File: config.mk
export PLATFORM = sky130hd
export DESIGN_NAME = alu_op_sequencer
export DESIGN_NICKNAME = d
export VERILOG_FILES = /design/src/rtl/alu_ctrl_pkg.sv /design/src/rtl/btn_debounce.sv /design/src/rtl/alu_op_sequencer.sv
export SDC_FILE = /design/constraint.sdc
export NUM_CORES = 1
export LEC_CHECK = 0
export BUFFER_PORTS_ARGS = -buffer_cell sky130_fd_sc_hd__buf_2
export CAP_MARGIN = 40
export CORE_AREA = 4 4 89 91
export DETAILED_ROUTE_END_ITERATION = 12
export DIE_AREA = 0 0 93 95
export MAX_ROUTING_LAYER = met4
export PLACE_DENSITY = 0.68
export SLEW_MARGIN = 5
export SYNTH_ARGS = -nofsm -noshare
export SYNTH_HDL_FRONTEND = slang
export SYNTH_SLANG_ARGS = --single-unit
export TNS_END_PERCENT = 50
File: constraint.sdc
create_clock -name clk -period 4.9 [get_ports clk]
set_input_delay 0.49 -clock clk [delete_from_list [all_inputs] [get_ports clk]]
set_output_delay 0.49 -clock clk [all_outputs]
set_load 0.03 [all_outputs]
File: src/rtl/alu_ctrl_pkg.sv
// Shared types and constants for the switch-ALU operator sequencer.
package alu_ctrl_pkg;

  localparam int unsigned DATA_W      = 8;
  localparam int unsigned SEL_W       = 4;
  localparam int unsigned NUM_OPS_DEF = 13;

  typedef enum logic [2:0] {
    LOAD_A = 3'd0,
    LOAD_B = 3'd1,
    SEL_OP = 3'd2,
    EXEC   = 3'd3,
    SHOW   = 3'd4
  } state_t;

  localparam logic [SEL_W-1:0] OP_ADD  = 4'd0;
  localparam logic [SEL_W-1:0] OP_SUB  = 4'd1;
  localparam logic [SEL_W-1:0] OP_SHL  = 4'd2;
  localparam logic [SEL_W-1:0] OP_SHR  = 4'd3;
  localparam logic [SEL_W-1:0] OP_CMP  = 4'd4;
  localparam logic [SEL_W-1:0] OP_AND  = 4'd5;
  localparam logic [SEL_W-1:0] OP_OR   = 4'd6;
  localparam logic [SEL_W-1:0] OP_XOR  = 4'd7;
  localparam logic [SEL_W-1:0] OP_NAND = 4'd8;
  localparam logic [SEL_W-1:0] OP_NOR  = 4'd9;
  localparam logic [SEL_W-1:0] OP_XNOR = 4'd10;
  localparam logic [SEL_W-1:0] OP_INV  = 4'd11;
  localparam logic [SEL_W-1:0] OP_NEG  = 4'd12;

  function automatic logic is_valid_op(input logic [SEL_W-1:0] sel, input int unsigned num_ops);
    return 32'(sel) < num_ops;
  endfunction

endpackage

File: src/rtl/btn_debounce.sv
// Synchronises a raw bouncy button, accepts a level after DEBOUNCE_CYCLES
// stable cycles and emits a one-cycle pulse on each accepted press.
module btn_debounce #(
  parameter int unsigned DEBOUNCE_CYCLES = 100000
) (
  input  logic clk,
  input  logic rst_n,
  input  logic btn_raw,
  output logic press_p
);

  localparam int unsigned CNT_W = (DEBOUNCE_CYCLES > 1) ? $clog2(DEBOUNCE_CYCLES) : 1;
  localparam logic [CNT_W-1:0] CNT_MAX = CNT_W'(DEBOUNCE_CYCLES - 1);

  logic [1:0]       sync_q;
  logic             level_q;
  logic             level_d;
  logic [CNT_W-1:0] cnt_q;

  // Counter runs only while the synchronised input disagrees with the accepted level.
  always_ff @(posedge clk or negedge rst_n) begin
    if (!rst_n) begin
      sync_q  <= 2'b00;
      level_q <= 1'b0;
      level_d <= 1'b0;
      cnt_q   <= '0;
      press_p <= 1'b0;
    end else begin
      sync_q  <= {sync_q[0], btn_raw};
      level_d <= level_q;
      press_p <= level_q & ~level_d;
      if (sync_q[1] == level_q) begin
        cnt_q <= '0;
      end else if (cnt_q == CNT_MAX) begin
        cnt_q   <= '0;
        level_q <= sync_q[1];
      end else begin
        cnt_q <= cnt_q + CNT_W'(1);
      end
    end
  end

endmodule

File: src/rtl/alu_op_sequencer.sv
// One-button operator sequencer for the 8-bit switch ALU: load A, load B,
// select op, execute, show. Optional ALU_CHAIN_EN feeds the result back as A.
module alu_op_sequencer
  import alu_ctrl_pkg::*;
#(
  parameter int unsigned DEBOUNCE_CYCLES = 100000,
  parameter int unsigned NUM_OPS         = NUM_OPS_DEF
) (
  input  logic       clk,
  input  logic       rst_n,
  input  logic       btn_step,
  input  logic       btn_clr,
  input  logic [7:0] sw_data,
  input  logic [3:0] sw_sel,
  input  logic [7:0] alu_result,
  output logic [7:0] op_a,
  output logic [7:0] op_b,
  output logic [3:0] op_sel,
  output logic [7:0] result,
  output logic       result_valid,
  output logic       op_err,
  output logic [2:0] phase
);

  logic step_p;
  logic clr_p;

  btn_debounce #(.DEBOUNCE_CYCLES(DEBOUNCE_CYCLES)) u_step_db (
    .clk     (clk),
    .rst_n   (rst_n),
    .btn_raw (btn_step),
    .press_p (step_p)
  );

  btn_debounce #(.DEBOUNCE_CYCLES(DEBOUNCE_CYCLES)) u_clr_db (
    .clk     (clk),
    .rst_n   (rst_n),
    .btn_raw (btn_clr),
    .press_p (clr_p)
  );

  state_t     state_q, state_n;
  logic [7:0] op_a_n, op_b_n, result_n;
  logic [3:0] op_sel_n;
  logic       op_err_n;
  logic       result_valid_n;

  always_ff @(posedge clk or negedge rst_n) begin
    if (!rst_n) begin
      state_q      <= LOAD_A;
      op_a         <= '0;
      op_b         <= '0;
      op_sel       <= '0;
      result       <= '0;
      op_err       <= 1'b0;
      result_valid <= 1'b0;
    end else begin
      state_q      <= state_n;
      op_a         <= op_a_n;
      op_b         <= op_b_n;
      op_sel       <= op_sel_n;
      result       <= result_n;
      op_err       <= op_err_n;
      result_valid <= result_valid_n;
    end
  end

  // Next state and register updates; abort has priority over step.
  always_comb begin
    state_n  = state_q;
    op_a_n   = op_a;
    op_b_n   = op_b;
    op_sel_n = op_sel;
    result_n = result;
    op_err_n = op_err;
    if (clr_p) begin
      state_n  = LOAD_A;
      op_a_n   = '0;
      op_b_n   = '0;
      op_sel_n = '0;
      result_n = '0;
      op_err_n = 1'b0;
    end else begin
      unique case (state_q)
        LOAD_A: if (step_p) begin
          op_a_n  = sw_data;
          state_n = LOAD_B;
        end
        LOAD_B: if (step_p) begin
          op_b_n  = sw_data;
          state_n = SEL_OP;
        end
        SEL_OP: if (step_p) begin
          op_sel_n = sw_sel;
          op_err_n = ~is_valid_op(sw_sel, NUM_OPS);
          state_n  = EXEC;
        end
        EXEC: begin
          result_n = op_err ? 8'h00 : alu_result;
          state_n  = SHOW;
        end
        SHOW: if (step_p) begin
          op_err_n = 1'b0;
`ifdef ALU_CHAIN_EN
          op_a_n   = result;
          state_n  = LOAD_B;
`else
          state_n  = LOAD_A;
`endif
        end
        default: state_n = LOAD_A;
      endcase
    end
  end

  assign result_valid_n = (state_n == SHOW);
  assign phase          = state_q;

endmodule

==> flow_metrics.env <==
export IMPL_max_stage_delay_ns=0.43
export IMPL_finalHoldViolations=0
export IMPL_synth_nets=340
export IMPL_num_vias=2436
export IMPL_fin_setup_tns_ns=0
export IMPL_place_gp_congestion=0.858
export IMPL_post_cts_resized=0
export IMPL_grt_max_degree=51
export IMPL_nNetsFinal=399
export IMPL_ys_warnings_count=0
export IMPL_synth_compound_area_share_pct=6.21
export IMPL_synth_seq_cells=77
export IMPL_syn_instance_count=314
export IMPL_slew_viol_final=0
export IMPL_cts_root_buf="clkbuf_8"
export IMPL_ff2ff_path_depth=5
export IMPL_cts_sinks=77
export IMPL_max_slew_worst_pin_slew_ns=0.818
export IMPL_worstPathCellList="ha_1, nor4bb_1, nand4_1, nand2_1, nor2_1"
export IMPL_n_antenna_cell=0
export IMPL_ys_types=36
export IMPL_cts_tree="built"
export IMPL_ys_seq_area_share_pct=57.6
export IMPL_core_area_um2=7140
export IMPL_num_io_pins=57
export IMPL_max_cap_violations=0
export IMPL_r2r_end="u_step_db.cnt_q[14]"
export IMPL_irDropWorstVdd_mv=0.174
export IMPL_synthAdderAreaFrac_pct=0.749
export IMPL_cp_buffers_inverters=0
export IMPL_htree_levels=3
export IMPL_slew_headroom_pct=45.0
export IMPL_drtIter0Drc=91
export IMPL_pre_cts_slack_ns=3.09
export IMPL_p_leak_nw=1.77
export IMPL_nFillCells=661
export IMPL_status="completed"
export IMPL_finalSetupViolations=0
export IMPL_drive_gt1_share_pct=22.0
export IMPL_most_common_layout_cells="dfrtp_1, buf_2, nand2_1, nor2_1, xnor2_1"
export IMPL_dieArea_um2=8840
export IMPL_initial_core_util_pct=46.8
export IMPL_drt_pass1_iter_count=4
export IMPL_critical_path_class="reg -> reg"
export IMPL_portBuffers=56
export IMPL_route_detailed_drc=0
export IMPL_startpoint_type="flip-flop"
export IMPL_worst_path_max_delay_cell="nand2_1"
export IMPL_max_freq_ghz=0.548
export IMPL_period_minus_slack_ns=1.82
export IMPL_fin_crit_sh_pct=37.2
export IMPL_synth_xor_area_share_pct=8.38
export IMPL_ff_latch_area_um2=1930
export IMPL_area_growth_pct=18.4
export IMPL_clk_pin_slew_ns=0.08
export IMPL_hold_class="in -> async"
export IMPL_wirelength_um=6480
export IMPL_multiInputGateArea_um2=1350
export IMPL_row_count=31
export IMPL_post_cts_buffers=0
export IMPL_grt_pass1_vias=2399
export IMPL_antenna_found_initial=0
export IMPL_die_w_um=93
export IMPL_fin_ws_ns=3.08
export IMPL_power_mw=1.23
export IMPL_die_h_um=95
export IMPL_cts_buffers=9
export IMPL_rsz0062_at_grt="false"
export IMPL_viasPerCell=5.11
export IMPL_arrival_ns=2.04
export IMPL_synth_top_family_by_area="simple AND/OR/NAND/NOR gates"
export IMPL_mostFrequentLayoutCell="dfrtp_1"
export IMPL_synth_mux_area_share_pct=2.32
export IMPL_clock_path_buffers=2
export IMPL_wl_per_cell_um=13.6
export IMPL_r2r_start="u_step_db.cnt_q[0]"
export IMPL_clock_skew_ns=0.00906
export IMPL_hold_buffers=0
export IMPL_synth_simple_area_share_pct=22.7
export IMPL_insertion_delay_ns=0.35
export IMPL_grt_overflow=0
export IMPL_hpwl_um=4480
export IMPL_r2r_slack_ns=3.08
export IMPL_cp_max_fo=15
export IMPL_cp_top_family="simple AND/OR/NAND/NOR gates"
export IMPL_ant_nets=0
export IMPL_grt_pass1_wl_um=11000
export IMPL_end_kind="flip-flop"
export IMPL_cp_data_required_time_ns=5.11
export IMPL_grt_use_total_pct=16.1
export IMPL_syn_area_um2=3340
export IMPL_p_per_area_nw_per_um2=311
export IMPL_syn_area_per_cell_um2=10.6
==> logic make-up (layout without fill, tap and decap cells) <==
group	after synthesis	in the layout
AND/OR/NAND/NOR	151	151
adder cells (fa/ha/maj)	2	2
XOR/XNOR	32	32
flip-flops	77	77
AO/OA/AOI/OAI	32	32
buffers and inverters	13	77
multiplexers	7	7
==> cell usage after synthesis, drive strengths merged <==
library cell | n | area share [%]
a21oi | 20 | 3.0
mux2 | 3 | 1.1
nor3 | 12 | 1.8
a31oi | 1 | 0.19
nor2b | 4 | 0.75
dfrtp | 77 | 58
inv | 4 | 0.45
nor4bb | 3 | 0.90
nand3b | 1 | 0.22
and4b | 1 | 0.30
a31o | 1 | 0.52
and4 | 3 | 0.79
or4b | 1 | 0.41
nand2 | 44 | 4.9
nor2 | 42 | 4.9
nor3b | 1 | 0.22
a22o | 8 | 2.1
buf | 2 | 0.75
mux2i | 4 | 1.2
ha | 2 | 0.75
xor2 | 10 | 2.6
nor4 | 9 | 2.1
and3 | 3 | 0.56
nand3 | 12 | 1.9
nand4 | 12 | 2.2
clkbuf | 7 | 0.79
o21ai | 1 | 0.15
o2111ai | 1 | 0.26
nand2b | 1 | 0.19
xnor2 | 22 | 5.8
and2 | 2 | 0.37
==> metrics by stage <==
step	instance area [µm²]	cells	hold slack, ns	util [%]
final	3960	477	0.0540	55.5
after global routing	3960	477	0.0541	55.5
after detailed placement	3730	461	0.335	52.2
after global placement	3700	460	0.334	51.8
after floorplan	3340	314	0.194	-
after CTS	3960	477	0.0557	55.5
==> state kept, by name, summed over array words and instances, names as in the netlist, 2 cells and up <==
name and flops:
op_a 8, op_b 8, u_clr_db.cnt_q 17, u_step_db.sync_q 2, u_clr_db.sync_q 2, phase 3, result 8, u_step_db.cnt_q 17
op_sel 4
==> worst max-delay path by stage <==
stage | to | cells past startpoint | startpoint | slack, ns
after floorplan | u_clr_db.level_q | 4 | u_clr_db.cnt_q[12] | 3.19
after global placement | result[7] | 2 | u_clr_db.press_p | 3.14
after detailed placement | u_step_db.cnt_q[14] | 5 | u_step_db.cnt_q[0] | 3.09
after CTS | result[7] | 2 | u_clr_db.press_p | 3.07
after global routing | result[7] | 4 | phase[1] | 2.88
final | u_step_db.cnt_q[14] | 5 | u_step_db.cnt_q[0] | 3.08
==> per-layer routing <==
layer  share of wire (%)  vias to the layer above  GRT usage (%)
met5                   0                        -              -
met4                 1.8                        0           6.23
met3                 5.6                       12           4.86
met2                  45                       65           24.6
met1                  47                     1159           20.3
li1                    -                     1200              -
==> cell type report <==
type / count / share of cell area (%)
Sequential cell: 77 / 48.7
Timing Repair Buffer: 57 / 7.84
Multi-Input combinational cell: 224 / 34.1
Tap cell: 99 / 3.13
Clock inverter: 6 / 2.37
Clock buffer: 10 / 3.48
Inverter: 4 / 0.379
==> power breakdown <==
| part | internal, mW | switching (mW) |
|---|---|---|
| clock | 0.305 | 0.238 |
| sequential | 0.640 | 0.00605 |
| combinational | 0.0150 | 0.0256 |
==> worst register-to-register path, delay by kind of cell (launching register included) <==
family / cells / cell delay [ns]
fa+ha+maj: 1 / 0.24
flops: 1 / 0.42
simple gates: 4 / 1.03
Note: power is estimated with default switching activity, not from simulation.
